`src/rtl/multi_countdown_timer.sv`:
```
// Multi-channel BCD hh:mm:ss countdown timer with a shared 1 s prescaler, pause/resume and load checking.
// Optional TIMER_AUTORELOAD_EN: per-channel reload register, channel reloads and keeps running on reaching zero.
module multi_countdown_timer #(
  parameter int CHANNELS = 2,
  parameter int TICK_DIV = 500000,
  parameter int SEL_W    = (CHANNELS > 1) ? $clog2(CHANNELS) : 1
) (
  input  logic                clock,
  input  logic                reset,
  input  logic [SEL_W-1:0]    sel,
  input  logic                write,
  input  logic                start,
  input  logic                stop,
  input  logic [23:0]         set_time,
  output logic [23:0]         get_time,
  output logic [CHANNELS-1:0] busy,
  output logic [CHANNELS-1:0] complete,
  output logic [CHANNELS-1:0] expired,
  output logic                load_err
);

  // state | meaning: IDLE loaded or never run, RUN counting, PAUSE held by stop, DONE reached zero
  localparam logic [1:0] S_IDLE  = 2'd0;
  localparam logic [1:0] S_RUN   = 2'd1;
  localparam logic [1:0] S_PAUSE = 2'd2;
  localparam logic [1:0] S_DONE  = 2'd3;

  localparam int             PW      = $clog2(TICK_DIV);
  localparam logic [PW-1:0]  PRE_TOP = PW'(TICK_DIV - 1);

  logic [PW-1:0] pre;
  logic          tick;

  logic [CHANNELS-1:0][1:0]  state, state_n;
  logic [CHANNELS-1:0][23:0] value, value_n;
  logic [CHANNELS-1:0]       busy_n, complete_n, expired_n;
  logic                      load_err_n;
`ifdef TIMER_AUTORELOAD_EN
  logic [CHANNELS-1:0][23:0] reload_val, reload_val_n;
`endif

  logic        hit, do_tick, do_start;
  logic [23:0] start_val, dec;

  function automatic logic bcd_valid(input logic [23:0] t);
    return (t[3:0] <= 4'd9) && (t[7:4] <= 4'd5) && (t[11:8] <= 4'd9) &&
           (t[15:12] <= 4'd5) && (t[19:16] <= 4'd9) && (t[23:20] <= 4'd9);
  endfunction

  // Caller guarantees a non-zero value, so the borrow never runs off the top digit.
  function automatic logic [23:0] bcd_dec(input logic [23:0] t);
    logic [23:0] r;
    logic        borrow;
    logic [3:0]  d;
    logic [3:0]  top;
    r      = t;
    borrow = 1'b1;
    for (int k = 0; k < 6; k++) begin
      d   = t[4*k +: 4];
      top = (k == 1 || k == 3) ? 4'd5 : 4'd9;
      if (borrow) begin
        if (d == 4'd0) begin
          r[4*k +: 4] = top;
        end else begin
          r[4*k +: 4] = d - 4'd1;
          borrow      = 1'b0;
        end
      end
    end
    return r;
  endfunction

  // Prescaler counts down; the terminal count is the same cycle an up-counter would hit TICK_DIV-1.
  assign tick = (pre == '0);

  always_ff @(posedge clock or posedge reset) begin
    if (reset) begin
      pre <= PRE_TOP;
    end else if (tick) begin
      pre <= PRE_TOP;
    end else begin
      pre <= pre - 1'b1;
    end
  end

  always_comb begin
    state_n    = state;
    value_n    = value;
    expired_n  = expired;
    complete_n = '0;
    busy_n     = '0;
    load_err_n = 1'b0;
`ifdef TIMER_AUTORELOAD_EN
    reload_val_n = reload_val;
`endif
    hit       = 1'b0;
    do_tick   = 1'b0;
    do_start  = 1'b0;
    start_val = '0;
    dec       = '0;
    for (int i = 0; i < CHANNELS; i++) begin
      hit       = (sel == SEL_W'(i));
      do_tick   = 1'b1;
      do_start  = 1'b0;
      start_val = value[i];
      if (hit && write) begin
        // A rejected write swallows any coincident start/stop; the channel keeps counting.
        if (state[i] == S_RUN || !bcd_valid(set_time)) begin
          load_err_n = 1'b1;
        end else begin
          do_tick      = 1'b0;
          value_n[i]   = set_time;
          expired_n[i] = 1'b0;
          state_n[i]   = S_IDLE;
          do_start     = start;
          start_val    = set_time;
`ifdef TIMER_AUTORELOAD_EN
          reload_val_n[i] = set_time;
`endif
        end
      end else if (hit && stop) begin
        do_tick = 1'b0;
        if (state[i] == S_RUN) state_n[i] = S_PAUSE;
      end else if (hit && start && state[i] != S_RUN) begin
        do_tick  = 1'b0;
        do_start = 1'b1;
`ifdef TIMER_AUTORELOAD_EN
        if (state[i] == S_DONE) start_val = reload_val[i];
`endif
      end

      if (do_start) begin
        value_n[i]   = start_val;
        expired_n[i] = 1'b0;
        if (start_val == '0) begin
          state_n[i]    = S_DONE;
          complete_n[i] = 1'b1;
          expired_n[i]  = 1'b1;
        end else begin
          state_n[i] = S_RUN;
        end
      end else if (do_tick && tick && state[i] == S_RUN) begin
        dec        = bcd_dec(value[i]);
        value_n[i] = dec;
        if (dec == '0) begin
          complete_n[i] = 1'b1;
          expired_n[i]  = 1'b1;
`ifdef TIMER_AUTORELOAD_EN
          if (reload_val[i] != '0) value_n[i] = reload_val[i];
          else                     state_n[i] = S_DONE;
`else
          state_n[i] = S_DONE;
`endif
        end
      end
      busy_n[i] = (state_n[i] == S_RUN);
    end
  end

  always_ff @(posedge clock or posedge reset) begin
    if (reset) begin
      state    <= '0;
      value    <= '0;
      busy     <= '0;
      complete <= '0;
      expired  <= '0;
      load_err <= 1'b0;
`ifdef TIMER_AUTORELOAD_EN
      reload_val <= '0;
`endif
    end else begin
      state    <= state_n;
      value    <= value_n;
      busy     <= busy_n;
      complete <= complete_n;
      expired  <= expired_n;
      load_err <= load_err_n;
`ifdef TIMER_AUTORELOAD_EN
      reload_val <= reload_val_n;
`endif
    end
  end

  always_comb begin
    get_time = '0;
    for (int i = 0; i < CHANNELS; i++) begin
      if (sel == SEL_W'(i)) get_time = value[i];
    end
  end

endmodule

```
`config.mk`:
```
export PLATFORM = sky130hd
export DESIGN_NAME = multi_countdown_timer
export DESIGN_NICKNAME = d
export VERILOG_FILES = /design/src/rtl/multi_countdown_timer.sv
export SDC_FILE = /design/constraint.sdc
export NUM_CORES = 1
export LEC_CHECK = 0
export ABC_AREA = 1
export BUFFER_PORTS_ARGS = -buffer_cell sky130_fd_sc_hd__buf_2
export CAP_MARGIN = 0
export CORE_MARGIN = 5
export CORE_UTILIZATION = 50
export CTS_CLUSTER_SIZE = 30
export DETAILED_ROUTE_END_ITERATION = 16
export HOLD_SLACK_MARGIN = 0.08
export PLACE_DENSITY = 0.7
export SLEW_MARGIN = 10
export SYNTH_ARGS = -nofsm -noshare
export SYNTH_HDL_FRONTEND = slang
export SYNTH_SLANG_ARGS = --single-unit
```
`constraint.sdc`:
```
create_clock -name clock -period 3.75 [get_ports clock]
set_input_delay 0.375 -clock clock [delete_from_list [all_inputs] [get_ports clock]]
set_output_delay 0.375 -clock clock [all_outputs]
set_load 0.03 [all_outputs]
```
==> impl_metrics.csv, run 1 <==
group,metric,value,unit
status,status,"complete, no violations",
floorplanning,chipWidth,115,um
synth,synth_cell_types,44,
global_routing,grt_pass1_wl,26100,um
critical_path,timing.rr.end,"busy[0]$_DFF_PP0_",
power,p_clk_frac,0.249,
critical_path,r2r_cells,12,
sta,fin_setup_tns,0,ns
placement,port_buffers,60,
detailed_routing,drtIter0Drc,537,
clocking,clock_latency,0.38,ns
global_routing,grt_pass1_vias,5134,
clocking,post-cts-setup-buffer-count,0,
sta,clock_skew,0.00880,ns
sta,fin_crit_sh,0.668,
placement,gp_congestion,0.969,
power,p_per_area,387,mW/mm2
sta,relSlewSlack,0.329,
sta,finalCriticalPeriod,2.51,ns
synth,synthCells,832,
power,power_frac_seq,0.447,
synth,seq_area_frac_synth,0.354,
critical_path,r2r_slack,1.24,ns
critical_path,crit_type,"reg2reg",
critical_path,setup.worst_path.end,"busy[0]$_DFF_PP0_",
synth,synth_edf_count,0,
critical_path,critPathArrivalTime,2.77,ns
sta,setup_viol,0,
synth,syn_area_per_cell,6.67,um2
sta,rsz0062_at_grt,"no",
critical_path,start_kind,"register",
power,ir_drop,0.315,mV
floorplanning,die_h,115,um
placement,dp.final_hpwl,12500,um
critical_path,cp-startpoint,"state[0]$_DFF_PP0_",
sta,fmax,399,MHz
synth,synth_nets,863,
floorplanning,rows,38,
clocking,clk_pin_slew,0.08,ns
floorplanning,start_util,0.512,
synth,syn_area,0.00555,mm2
clocking,cts_tree,"built",
clocking,clkSinkCount,78,
synth,ys_ff_latch,78,
sta,worst_pin_slew,1.01,ns
synth,synthFlopType,"dfrtp_1",
clocking,cts_hold_buf,0,
floorplanning,dieArea,0.0133,mm2
worst_hold_path,hp-class,"in2async",
floorplanning,top_level_ports,61,
detailed_routing,via_count,5590,
detailed_routing,drtPass1Iterations,5,
clocking,cts-root-buf,"clkbuf_8",
global_routing,grt_max_degree,56,
clocking,cts_resized,0,
critical_path,cp_max_fo,43,
power,switching_power,0.000927,W
final_layout,antenna_cells,0,
clocking,clockBufferDepth,2,
clocking,cts_buffers,9,
power,switching_share,0.392,
critical_path,critPathCaptureType,"register",
sta,hold_viol,0,
final_layout,final_util,0.564,
global_routing,globalRoute.totalOverflow,0,
power,combinationalPowerShare,0.304,
detailed_routing,drc,0,
global_routing,grtUsageTotal,0.252,
detailed_routing,ant_nets,0,
clocking,htreeDepth,3,
flow_run,cap_violations,0,
final_layout,fin_nets,916,
floorplanning,core_area,0.0108,mm2
final_layout,layout-drive-gt1-share,0.152,
synth,async_reset_ff_frac,1.00,
critical_path,rr_startpoint,"state[0]$_DFF_PP0_",
global_routing,antenna_found_initial,0,
synth,yosys_warnings,0,
critical_path,cp.required,4.02,ns
final_layout,area_growth,10.3,%
detailed_routing,drt-total-wl,16100,um
sta,final_max_slew_viol_count,0,
detailed_routing,wire_per_inst,15.7,um
detailed_routing,vias_per_cell,5.43,
power,power.leakage,3.19,nW
power,p_int,0.00144,W
-- layout by cell type, fill, tap and decap left out, types with 4 or more instances in the layout --
cell type  instances
nand2_2            5
o21ai_1           18
a31oi_1            7
clkbuf_8          11
a21oi_1           43
nor3_1             9
inv_2              9
nand2_1          199
buf_2             60
inv_1            109
nand4_1           18
o21ai_0           69
nor2_8             4
xor2_1            14
dfrtp_1           67
nor2_2             6
dfstp_2           11
clkbuf_1           4
nor2_1           141
nor2_4             7
nand3_1           35
-- metrics by stage --
step,setup slack (ns),instances,hold slack [ns],total power (W),cell area [um2]
after floorplan,1.40,832,0.442,0.00156,5550
after global placement,0.913,1014,0.450,0.00176,5950
after detailed placement,0.928,1014,0.460,0.00178,5950
after CTS,1.28,1030,0.218,0.00237,6120
after global routing,1.01,1030,0.252,0.00251,6120
final,1.24,1030,0.188,0.00237,6120
-- cell usage after synthesis, types with 3 or more instances --
cell type / n / share of area
nor2_8: 4 / 0.014
xor2_1: 14 / 0.022
nand2_1: 199 / 0.13
nand2_2: 5 / 0.0056
nand3b_1: 3 / 0.0041
dfrtp_1: 67 / 0.30
dfstp_2: 11 / 0.052
or2_2: 3 / 0.0034
a21oi_1: 43 / 0.039
nor2_4: 7 / 0.014
nor3_1: 9 / 0.0081
inv_2: 9 / 0.0061
o21ai_0: 69 / 0.062
inv_1: 110 / 0.074
nand3_1: 35 / 0.032
nor2_2: 6 / 0.0068
clkbuf_1: 7 / 0.0047
nand3_4: 3 / 0.0095
buf_2: 13 / 0.012
a31oi_1: 7 / 0.0079
nand3_2: 3 / 0.0054
nand4_1: 18 / 0.020
nor2_1: 141 / 0.095
o21ai_1: 18 / 0.016
-- flip-flops by register name, indices dropped and copies added (netlist names) --
name	flops
value	48
pre	19
state	4
busy	2
complete	2
expired	2
load_err	1
-- final cells by class --
type                       count  area [um2]
tap                          140         175
inverter                     119         448
multi-input combinational    614        3040
fill                        1085        4720
timing repair buffer          63         323
sequential                    78        1970
clock buffer                  15         166
clock inverter                 1        5.00
-- power by group through the flow --
stage	registers, W	clock network [W]	logic, W
6_report	0.00106	0.000590	0.000718
5_1_grt	0.00108	0.000633	0.000802
4_1_cts	0.00105	0.000607	0.000712
3_5_place_dp	0.00107	0	0.000710
3_3_place_gp	0.00107	0	0.000695
2_1_floorplan	0.00105	0	0.000506
-- kinds of logic (layout without fill, tap and decap cells) --
group / count (synthesis) / after routing / synth area share
mux: 1 / 1 / 0.00180
xor+xnor: 16 / 16 / 0.0253
compound gates: 149 / 149 / 0.142
flops: 78 / 78 / 0.354
fa+ha+maj: 1 / 1 / 0.00226
simple gates: 447 / 447 / 0.376
buf+inv: 140 / 198 / 0.0984
-- layer usage --
layer	vias up	track usage	share of wire
li1	2769	-	-
met1	2579	0.358	0.45
met2	213	0.381	0.45
met3	29	0.0621	0.078
met4	0	0.0775	0.020
met5	-	0	0
-- how the worst min path moves through the flow --
stage                                 start                 end  slack, ns  cells after the start
after global routing                  reset  value[4]$_DFF_PP0_       0.25                      2
after floorplan           pre[18]$_DFF_PP1_   pre[18]$_DFF_PP1_       0.44                      2
after detailed placement  pre[18]$_DFF_PP1_   pre[18]$_DFF_PP1_       0.46                      2
after global placement    pre[18]$_DFF_PP1_   pre[18]$_DFF_PP1_       0.45                      2
after CTS                             reset  value[5]$_DFF_PP0_       0.22                      2
final                                 reset  value[5]$_DFF_PP0_       0.19                      2
-- critical path, stage by stage, from the launching register on --
cell	delay (ns)
dfrtp_1	0.38
inv_1	0.07
nor2_1	0.10
inv_2	0.17
nand4_4	0.52
o21ai_0	0.47
nand2_1	0.10
nor2_1	0.12
nand2_1	0.07
nor2_1	0.13
nand2_1	0.12
nand3_2	0.09
nor2_1	0.05
No activity file was read; power rests on OpenSTA's default activity.
==> run 2: changes to the inputs <==
--- a/config.mk
+++ b/config.mk
@@ -13,7 +13,7 @@
 export CTS_CLUSTER_SIZE = 30
 export DETAILED_ROUTE_END_ITERATION = 16
 export HOLD_SLACK_MARGIN = 0.08
-export PLACE_DENSITY = 0.7
+export PLACE_DENSITY = 0.72
 export SLEW_MARGIN = 10
 export SYNTH_ARGS = -nofsm -noshare
 export SYNTH_HDL_FRONTEND = slang
==> constraint.sdc (replaced) <==
create_clock -name clock -period 2.1 [get_ports clock]
set_input_delay 0.21 -clock clock [delete_from_list [all_inputs] [get_ports clock]]
set_output_delay 0.21 -clock clock [all_outputs]
set_load 0.03 [all_outputs]
==> impl_metrics.csv, run 2 (synthesized netlist as in run 1, its figures left out) <==
group,metric,value,unit
sta,finalCriticalPeriod,2.00,ns
placement,port_buffers,60,
critical_path,start_kind,"register",
final_layout,regArea,0.00197,mm2
detailed_routing,wire_per_inst,14.7,um
floorplanning,core_area,0.0108,mm2
critical_path,cp_max_fo,5,
detailed_routing,drtPass1Iterations,6,
floorplanning,dieArea,0.0133,mm2
detailed_routing,drtIter0Drc,527,
clocking,clkSinkCount,78,
final_layout,multi_input_area,0.00311,mm2
sta,final_max_slew_viol_count,0,
clocking,cts-root-buf,"clkbuf_8",
placement,gp_congestion,0.896,
global_routing,grt_pass1_wl,26100,um
final_layout,nFillCells,1030,
detailed_routing,ant_nets,0,
sta,rsz0062_at_grt,"yes",
floorplanning,start_util,0.512,
floorplanning,die_h,115,um
critical_path,critPathArrivalTime,2.27,ns
clocking,htreeDepth,3,
worst_hold_path,hp-class,"in2reg",
global_routing,globalRoute.totalOverflow,0,
detailed_routing,drc,0,
sta,hold-worst-slack,0.199,ns
sta,fin_setup_tns,0,ns
sta,worst_pin_slew,0.472,ns
global_routing,antenna_found_initial,0,
detailed_routing,vias_per_cell,5.21,
final_layout,area_growth,21.4,%
floorplanning,rows,38,
floorplanning,chipWidth,115,um
clocking,cts_buffers,9,
final_layout,layout-drive-gt1-share,0.223,
sta,hold_viol,0,
critical_path,crit_type,"reg2reg",
sta,setup_viol,0,
sta,relSlewSlack,0.685,
placement,dp_cells,1060,
floorplanning,top_level_ports,61,
sta,fin_ws,0.104,ns
clocking,clock_latency,0.38,ns
detailed_routing,via_count,5681,
final_layout,layout.cells.most_common,"nand2_1",
placement,dp_slack,-0.00256,ns
critical_path,critPathCaptureType,"register",
final_layout,final_cell_mix,"nand2_1, nor2_1, inv_1",
placement,dp.final_hpwl,12500,um
global_routing,grtUsageTotal,0.253,
flow_run,cap_violations,0,
sta,fmax,501,MHz
final_layout,top_register,"value",
sta,fin_crit_sh,0.950,
detailed_routing,drt-total-wl,16100,um
sta,clock_skew,0.0126,ns
final_layout,largest_reg_flops,48,
clocking,cts_tree,"built",
global_routing,grt_max_degree,79,
final_layout,instances_no_fill,1090,
final_layout,top_regs,"value x48, pre x19, state x4",
critical_path,cp.required,2.37,ns
final_layout,antenna_cells,0,
final_layout,fin_nets,976,
power,ir_drop,0.432,mV
clocking,clk_pin_slew,0.08,ns
status,status,"complete, no violations",
power,p_per_area,670,mW/mm2
clocking,clockBufferDepth,2,
global_routing,grt_pass1_vias,5227,
power,power.leakage,3.53,nW
==> run 2: cell count changes in the layout (fill, tap and decap cells not counted), sizes merged <==
cell	delta
clkbuf	-4
buf	+59
bufinv	+1
clkinvlp	+3
dlygate4sd3	+1
==> run 2: area by class of cell <==
type / count / area share
clock buffers: 11 / 0.0210
multi-input cells: 614 / 0.462
repair buffers: 123 / 0.122
well taps: 140 / 0.0260
clock inverters: 5 / 0.00873
inverters: 119 / 0.0680
flip-flops and latches: 78 / 0.293
==> run 2: path summary, 6_finish.rpt <==
kind / start / end / slack, ns / depth (start not counted)
max in group asynchronous: reset / value[36]$_DFF_PP0_ / 1.22 / 4
min in group asynchronous: reset / value[8]$_DFF_PP0_ / 0.46 / 4
max: value[31]$_DFF_PP0_ / busy[1]$_DFF_PP0_ / 0.10 / 12
min reg2reg: pre[18]$_DFF_PP1_ / pre[18]$_DFF_PP1_ / 0.48 / 2
min: set_time[6] / value[6]$_DFF_PP0_ / 0.20 / 3
max reg2reg: value[31]$_DFF_PP0_ / busy[1]$_DFF_PP0_ / 0.10 / 12
==> run 2: per-layer routing <==
metal,routed length [um],GRT usage
met5,0,0
met2,7300,0.393
met1,7440,0.364
met3,1060,0.0358
met4,269,0.0790
==> run 2: through the flow <==
stage               instance area, um2  total power, W   util
floorplan                         5550         0.00279      -
global placement                  6330         0.00327  0.584
detailed placement                6330         0.00328  0.584
CTS                               6540         0.00447  0.604
global route                      6740         0.00479  0.621
finish                            6740         0.00451  0.621
==> run 2: repair_timing <==
item,4_1_cts,5_1_grt
endpoints found under the hold margin,67,0
hold buffers,1,0
endpoints found under the setup margin,0,34
setup buffers,0,13
resized for setup,0,31
==> run 2: worst max-delay path, stage by stage, from the launching register on <==
cell and delay, ns:
dfrtp_1 0.40, nor2_2 0.21, nand2_4 0.11, nor2_8 0.15
nand3_4 0.11, nor2_4 0.20, nand3b_4 0.13, o21ai_2 0.15
nand3_1 0.10, nor2_2 0.14, nand2_2 0.08, nand3_2 0.08
nor2_1 0.04
==> run 2: power breakdown <==
part	leakage (nW)	switching, W	total [W]	internal, W
sequential	0.878	0.000186	0.00188	0.00169
combinational	2.56	0.000940	0.00145	0.000510
clock	0.0955	0.000606	0.00119	0.000582
==> run 3: changes to the inputs <==
--- a/config.mk
+++ b/config.mk
@@ -14,6 +14,7 @@
 export DETAILED_ROUTE_END_ITERATION = 16
 export HOLD_SLACK_MARGIN = 0.08
 export PLACE_DENSITY = 0.72
+export RECOVER_POWER = 100
 export SLEW_MARGIN = 10
 export SYNTH_ARGS = -nofsm -noshare
 export SYNTH_HDL_FRONTEND = slang
==> impl_metrics.csv, run 3 (synthesized netlist as in run 1, its figures left out) <==
group,metric,value,unit
sta,rsz0062_at_grt,"yes",
critical_path,cp.required,2.37,ns
floorplanning,die_h,115,um
clocking,cts_buffers,9,
critical_path,path_cells,"nor2_2 > nand2_4 > nor2_8 > nand3_4 > nor2_4 > nand3b_4 > o21ai_2 > nand3_1 > nor2_2 > nand2_2 > nand3_2 > nor2_1",
critical_path,r2r_cells,12,
power,switching_share,0.384,
final_layout,area_growth,20.2,%
sta,hold_viol,0,
global_routing,globalRoute.totalOverflow,0,
power,p_int,0.00277,W
power,p_per_area,675,mW/mm2
placement,placed_area,0.00633,mm2
detailed_routing,wire_per_inst,14.7,um
clocking,clock_latency,0.38,ns
clocking,clockBufferDepth,2,
critical_path,cpLargestDelayFamily,"simple AND/OR/NAND/NOR gates",
critical_path,crit_type,"reg2reg",
sta,fin_ws,0.0903,ns
global_routing,grt_pass1_wl,26100,um
placement,gp_congestion,0.896,
floorplanning,dieArea,0.0133,mm2
power,power.leakage,3.46,nW
final_layout,top_register,"value",
critical_path,worst-path-buf-inv,0,
floorplanning,start_util,0.512,
sta,relSlewSlack,0.255,
final_layout,layout.cells.most_common,"nand2_1",
global_routing,grt_pass1_vias,5227,
global_routing,grtUsageTotal,0.253,
floorplanning,core_area,0.0108,mm2
sta,setup_viol,0,
floorplanning,top_level_ports,61,
final_layout,layout-drive-gt1-share,0.205,
status,status,"complete, no violations",
detailed_routing,drc,0,
critical_path,r2r_slack,0.09,ns
critical_path,critPathArrivalTime,2.28,ns
sta,hold-worst-slack,0.203,ns
critical_path,start_kind,"register",
sta,clock_skew,0.0120,ns
clocking,clkSinkCount,78,
detailed_routing,drt-total-wl,16000,um
floorplanning,chipWidth,115,um
power,finalPower,0.00450,W
critical_path,cp_max_fo,5,
critical_path,slowest_stage,"dfrtp_1",
sta,fin_crit_sh,0.957,
worst_hold_path,hp-class,"in2reg",
final_layout,nFillCells,1048,
final_layout,instances_no_fill,1090,
final_layout,fin_nets,976,
placement,port_buffers,60,
detailed_routing,vias_per_cell,5.20,
placement,dp_slack,-0.00256,ns
placement,dp.final_hpwl,12500,um
flow_run,cap_violations,0,
worst_hold_path,hold_end,"value[6]$_DFF_PP0_",
final_layout,largest_reg_flops,48,
critical_path,timing.rr.end,"busy[1]$_DFF_PP0_",
detailed_routing,drtIter0Drc,500,
detailed_routing,ant_nets,0,
sta,worst_pin_slew,1.12,ns
floorplanning,rows,38,
global_routing,grt_max_degree,79,
sta,fmax,498,MHz
clocking,clk_pin_slew,0.08,ns
placement,dp_cells,1060,
critical_path,critPathCaptureType,"register",
worst_hold_path,hold_depth,3,
detailed_routing,drtPass1Iterations,5,
power,switching_power,0.00173,W
power,power_frac_seq,0.417,
sta,final_max_slew_viol_count,0,
final_layout,antenna_cells,0,
clocking,htreeDepth,3,
worst_hold_path,worstHoldStart,"set_time[6]",
final_layout,final_cell_area,0.00667,mm2
final_layout,final_cell_mix,"nand2_1, nor2_1, inv_1",
critical_path,rr_startpoint,"value[31]$_DFF_PP0_",
clocking,cts-root-buf,"clkbuf_8",
clocking,cts_tree,"built",
sta,finalCriticalPeriod,2.01,ns
global_routing,antenna_found_initial,0,
detailed_routing,via_count,5667,
power,p_clk_frac,0.263,
critical_path,path_common_cell,"nor2_2",
power,combinationalPowerShare,0.320,
final_layout,top_regs,"value x48, pre x19, state x4",
power,ir_drop,0.432,mV
critical_path,cpPeakStageDelay,0.40,ns
==> run 3: changes by cell type in the layout (fill, tap and decap cells not counted), moves of 2 or more <==
cell,before,now
buf_12,3,1
clkbuf_1,1,17
buf_4,57,50
clkbuf_2,0,18
buf_2,60,34
==> run 3: area by class of cell <==
type / count / area [um2] / share of cell area
Tap cell: 140 / 175 / 0.0263
Timing Repair Buffer: 123 / 756 / 0.113
Clock buffer: 11 / 141 / 0.0212
Inverter: 119 / 458 / 0.0687
Multi-Input combinational cell: 614 / 3110 / 0.466
Sequential cell: 78 / 1970 / 0.296
Clock inverter: 5 / 58.8 / 0.00882
==> run 3: worst max-delay path by stage <==
| stage | startpoint | endpoint | slack (ns) | cells past startpoint |
|---|---|---|---|---|
| floorplan | pre[0]$_DFF_PP1_ | busy[0]$_DFF_PP0_ | 0.14 | 13 |
| global placement | set_time[1] | busy[0]$_DFF_PP0_ | 0.06 | 15 |
| finish | value[31]$_DFF_PP0_ | busy[1]$_DFF_PP0_ | 0.09 | 12 |
| detailed placement | set_time[1] | busy[0]$_DFF_PP0_ | -0.003 | 15 |
| global route | value[31]$_DFF_PP0_ | busy[1]$_DFF_PP0_ | -0.06 | 14 |
| CTS | state[1]$_DFF_PP0_ | busy[0]$_DFF_PP0_ | 0.02 | 12 |
==> run 3: power by group through the flow <==
stage               Combinational (W)  Sequential (W)  Clock [W]
floorplan                    0.000905         0.00188          0
global placement              0.00138         0.00189          0
detailed placement            0.00139         0.00189          0
finish                        0.00144         0.00188    0.00118
CTS                           0.00140         0.00186    0.00121
global route                  0.00161         0.00190    0.00127
==> run 3: timing repair <==
| item | CTS | global route |
|---|---|---|
| endpoints found under the setup margin | 0 | 34 |
| hold endpoints to repair | 67 | 0 |
| gates resized for setup | 0 | 31 |
| setup buffers | 0 | 13 |
| hold buffers | 1 | 0 |
==> run 3: worst reg2reg max path, stage by stage (launching register included) <==
cell      delay, ns
dfrtp_1        0.40
nor2_2         0.22
nand2_4        0.11
nor2_8         0.15
nand3_4        0.11
nor2_4         0.21
nand3b_4       0.13
o21ai_2        0.15
nand3_1        0.10
nor2_2         0.14
nand2_2        0.08
nand3_2        0.08
nor2_1         0.04
==> run 3: metal layers <==
| layer | wire length [um] | global-route usage | vias up | part of all wire |
|---|---|---|---|---|
| met1 | 7380 | 0.364 | 2592 | 0.46 |
| li1 | - | - | 2888 | - |
| met4 | 250 | 0.0790 | 0 | 0.016 |
| met2 | 7310 | 0.393 | 166 | 0.46 |
| met3 | 1080 | 0.0358 | 21 | 0.068 |
| met5 | 0 | 0 | - | 0 |
==> run 3: metrics by stage <==
step / TNS [ns] / util
6_report: 0 / 0.615
2_1_floorplan: 0 / -
3_3_place_gp: 0 / 0.584
5_1_grt: -0.125 / 0.615
4_1_cts: 0 / 0.604
3_5_place_dp: -0.00256 / 0.584
